===== src/rtl/sat_counter.sv =====
// Purpose: saturating up-counter with a synchronous clear (clear beats increment).
// Latency: 1 cycle from inc/clr to cnt.
// Backpressure: none; sticks at all-ones instead of wrapping.
module sat_counter #(
  parameter int W = 16
) (
  input  logic         clk,
  input  logic         rst,
  input  logic         inc,
  input  logic         clr,
  output logic [W-1:0] cnt
);

  // Count up on inc, hold at all-ones, and zero on rst or clr.
  always_ff @(posedge clk) begin
    if (rst || clr) begin
      cnt <= '0;
    end else if (inc && (cnt != '1)) begin
      cnt <= cnt + W'(1);
    end
  end

endmodule


===== config.mk =====
export PLATFORM = sky130hd
export DESIGN_NAME = sat_counter
export DESIGN_NICKNAME = d
export VERILOG_FILES = /design/src/rtl/sat_counter.sv
export SDC_FILE = /design/constraint.sdc
export NUM_CORES = 1
export LEC_CHECK = 0
export BUFFER_PORTS_ARGS = -buffer_cell sky130_fd_sc_hd__buf_2
export CAP_MARGIN = 0
export CORE_UTILIZATION = 55
export CTS_CLUSTER_SIZE = 30
export DETAILED_ROUTE_END_ITERATION = 8
export PLACE_DENSITY = 0.81
export SLEW_MARGIN = 15
export SYNTH_ARGS = -nofsm -noshare
export SYNTH_HDL_FRONTEND = slang
export SYNTH_SLANG_ARGS = --single-unit

===== constraint.sdc =====
create_clock -name clk -period 4.1 [get_ports clk]
set_clock_uncertainty 0.2 [all_clocks]
set_input_delay 0.82 -clock clk [delete_from_list [all_inputs] [get_ports clk]]
set_output_delay 0.82 -clock clk [all_outputs]
set_load 0.01 [all_outputs]

==> run summary <==
Synth async-reset ratio = 0
clk root buf = clkbuf_4
n_diodes = 0
port bufs = 19
CP max FO = 8
Skew-Pair Late Insertion Delay = 280 ps
Hold Crit Class = flip-flop to flip-flop
Main synth FF type = dfxtp_1
TritonCTS clock tree = built
worst-case clock buffer depth = 2
Final #Nets = 121
Worst VDD drop = 0.208 mV
post-route minimum period = 2090 ps
Mean Syn Cell Area = 8.92 um2
number of flip-flops in the largest register = 16
Clock Pin Slew Worst Setup and Hold Paths = 90 ps
crit end category = flip-flop
post-CTS sizing = 0
Die Y = 41.2 um
CTS hold repair buffers = 0
Cell Rows = 13
Setup TNS = 0 ps
Min-Delay Path Depth = 2
Seq/Total Area, Yosys = 0.378
Hold Crit Start = cnt[15]
RSZ-0062 raised after global routing = no
most common library cells after synthesis = dfxtp_1 (16), a21oi_1 (9), nor2_1 (7), nand2_1 (6)
CP peak stage delay = 670 ps
number of buffers created by CTS = 3
die area = 1700 um2
Post-synth EDFFs = 0
slowest cell on the critical path = nor4_2
Slew Viols, Final = 0
R2R Path End = cnt[9]
largest net degree at the start of global routing = 16
Final Cycle Share = 0.511
Pleak = 0.409 nW
post-synth cell types = 30
setup bufs post-CTS = 0
yosys warns = 0
filler instances = 116
gpl congestion = 0.764
Multi-input gate area = 510 um2
kind of critical path = flip-flop to flip-flop
post-layout util = 0.711
cells after synthesis = 95
initial antenna violation count = 0
Pre-antenna DRT Iters = 4
Finish-stage setup viols = 0
Hold Vio Cnt, Final = 0
Total GRT Usage = 0.261
maximum clock rate = 477 MHz
Initial Util = 0.620
CP top delay family = simple AND/OR/NAND/NOR gates
share of cells above drive strength 1 = 0.254
Reg-to-Reg Start = cnt[0]
R2R Setup Slk = 2010 ps
MaxCap Viol Count = 0
vias post-DR = 834
mapped cell area = 847 um2
Routed Antenna Nets = 0
top cells by area, synth = dfxtp_1 (38%), a21oi_1 (5.3%), a41o_1 (4.7%)
DRC violations left = 0
Top Ports = 20
Worst Max-Slew Pin Slew = 684 ps
total area of sequential cells = 320 um2
Required @ worst endpoint = 4120 ps
Area Overhead vs Synth = 14.6%
Synth top area share = 0.378
vias per cell = 6.47
Syn Nets = 100
CP arrival = 2110 ps
Hold Path Sink = cnt[15]
WL/cell = 14.9 um
core footprint = 1370 um2
Pwr Density = 257 nW/um2
gr ovfl total = 0
status = completed
DIE WIDTH = 41.2 um
Critical path buffers and inverters = 0
vias in the first global route = 680
clock tree sinks = 16
Largest Register = cnt
routed wire length = 1920 um
H-tree level count = 1
top flop regs = cnt (16)
critical path launch point type = flip-flop
Cell Chain, Critical Path = ha_1 > nand3_1 > nor4_2 > o21ai_0 > a21oi_1
register bit count reported by yosys = 16
Worst Reg2Reg Path Length in Cells = 5
first-pass GRT wire length = 2870 um
max_slew headroom = 0.540
Yosys top cell by area = dfxtp_1
detailed router's first-iteration violation count = 34
top-count cell post-synth = dfxtp_1
## power by group
part / total [mW] / leakage [nW] / internal [mW] / switching [mW]
Sequential: 0.157 / 0.129 / 0.156 / 0.000948
Clock: 0.0820 / 0.0138 / 0.0341 / 0.0479
Combinational: 0.0104 / 0.266 / 0.00361 / 0.00683
Total: 0.249 / 0.409 / 0.194 / 0.0557
## stage by stage
stage	cell area, um2	cells	hold WS [ps]	power, mW	setup WS, ps
after global routing	971	129	350	0.255	1850
after detailed placement	948	126	303	0.171	1890
after CTS	971	129	316	0.251	1990
after floorplan	847	95	317	0.167	2160
final	971	129	315	0.249	2010
after global placement	948	126	287	0.171	1950
## cell type report
| cell class | instances | share of cell area |
|---|---|---|
| clock buffer | 3 | 0.0232 |
| inverter | 1 | 0.00387 |
| tap | 15 | 0.0193 |
| sequential | 16 | 0.330 |
| multi-input combinational | 75 | 0.526 |
| timing repair buffer | 19 | 0.0979 |
## how the worst max path moves through the flow
stage               cells after the start  startpoint  slack (ps)       to
CTS                                     5      cnt[0]        1990   cnt[9]
floorplan                               4         inc        2160  cnt[14]
global placement                        5         inc        1950   cnt[6]
finish                                  5      cnt[0]        2010   cnt[9]
global route                            5      cnt[0]        1850   cnt[9]
detailed placement                      5         inc        1890  cnt[14]
## cell usage in the layout (no fill, tap or decap), types with 3 or more instances in the layout
master    count
nand2_1       6
o31ai_1       3
nand4_1       5
or4_1         3
or3_1         5
a41o_1        4
and4_1        4
nor2_1        7
dfxtp_1      16
a21oi_1       9
o21ai_0       5
a31oi_1       3
clkbuf_4      3
nand3_1       5
buf_2        19
## per-layer routing
metal	up-vias	GRT usage	wire length, um
li1	418	-	-
met1	382	0.305	881
met2	27	0.453	915
met3	7	0.0380	71
met4	0	0.137	51
met5	-	0	0
## kinds of logic (layout without fill, tap and decap cells)
kind of cell / count (synthesis) / after routing / share of synthesized area
AO/OA/AOI/OAI: 27 / 27 / 0.219
XOR/XNOR: 3 / 3 / 0.0310
adder cells (fa/ha/maj): 1 / 1 / 0.0148
buffers and inverters: 4 / 23 / 0.0192
flip-flops: 16 / 16 / 0.378
AND/OR/NAND/NOR: 44 / 44 / 0.338
## tightest hold or removal path: cells and delay by family, from the launching register on
kind               cells  cell delay [ps]
DFF                    1              350
AOI/OAI and AO/OA      2              120
Note: power is estimated with default switching activity, not from simulation.
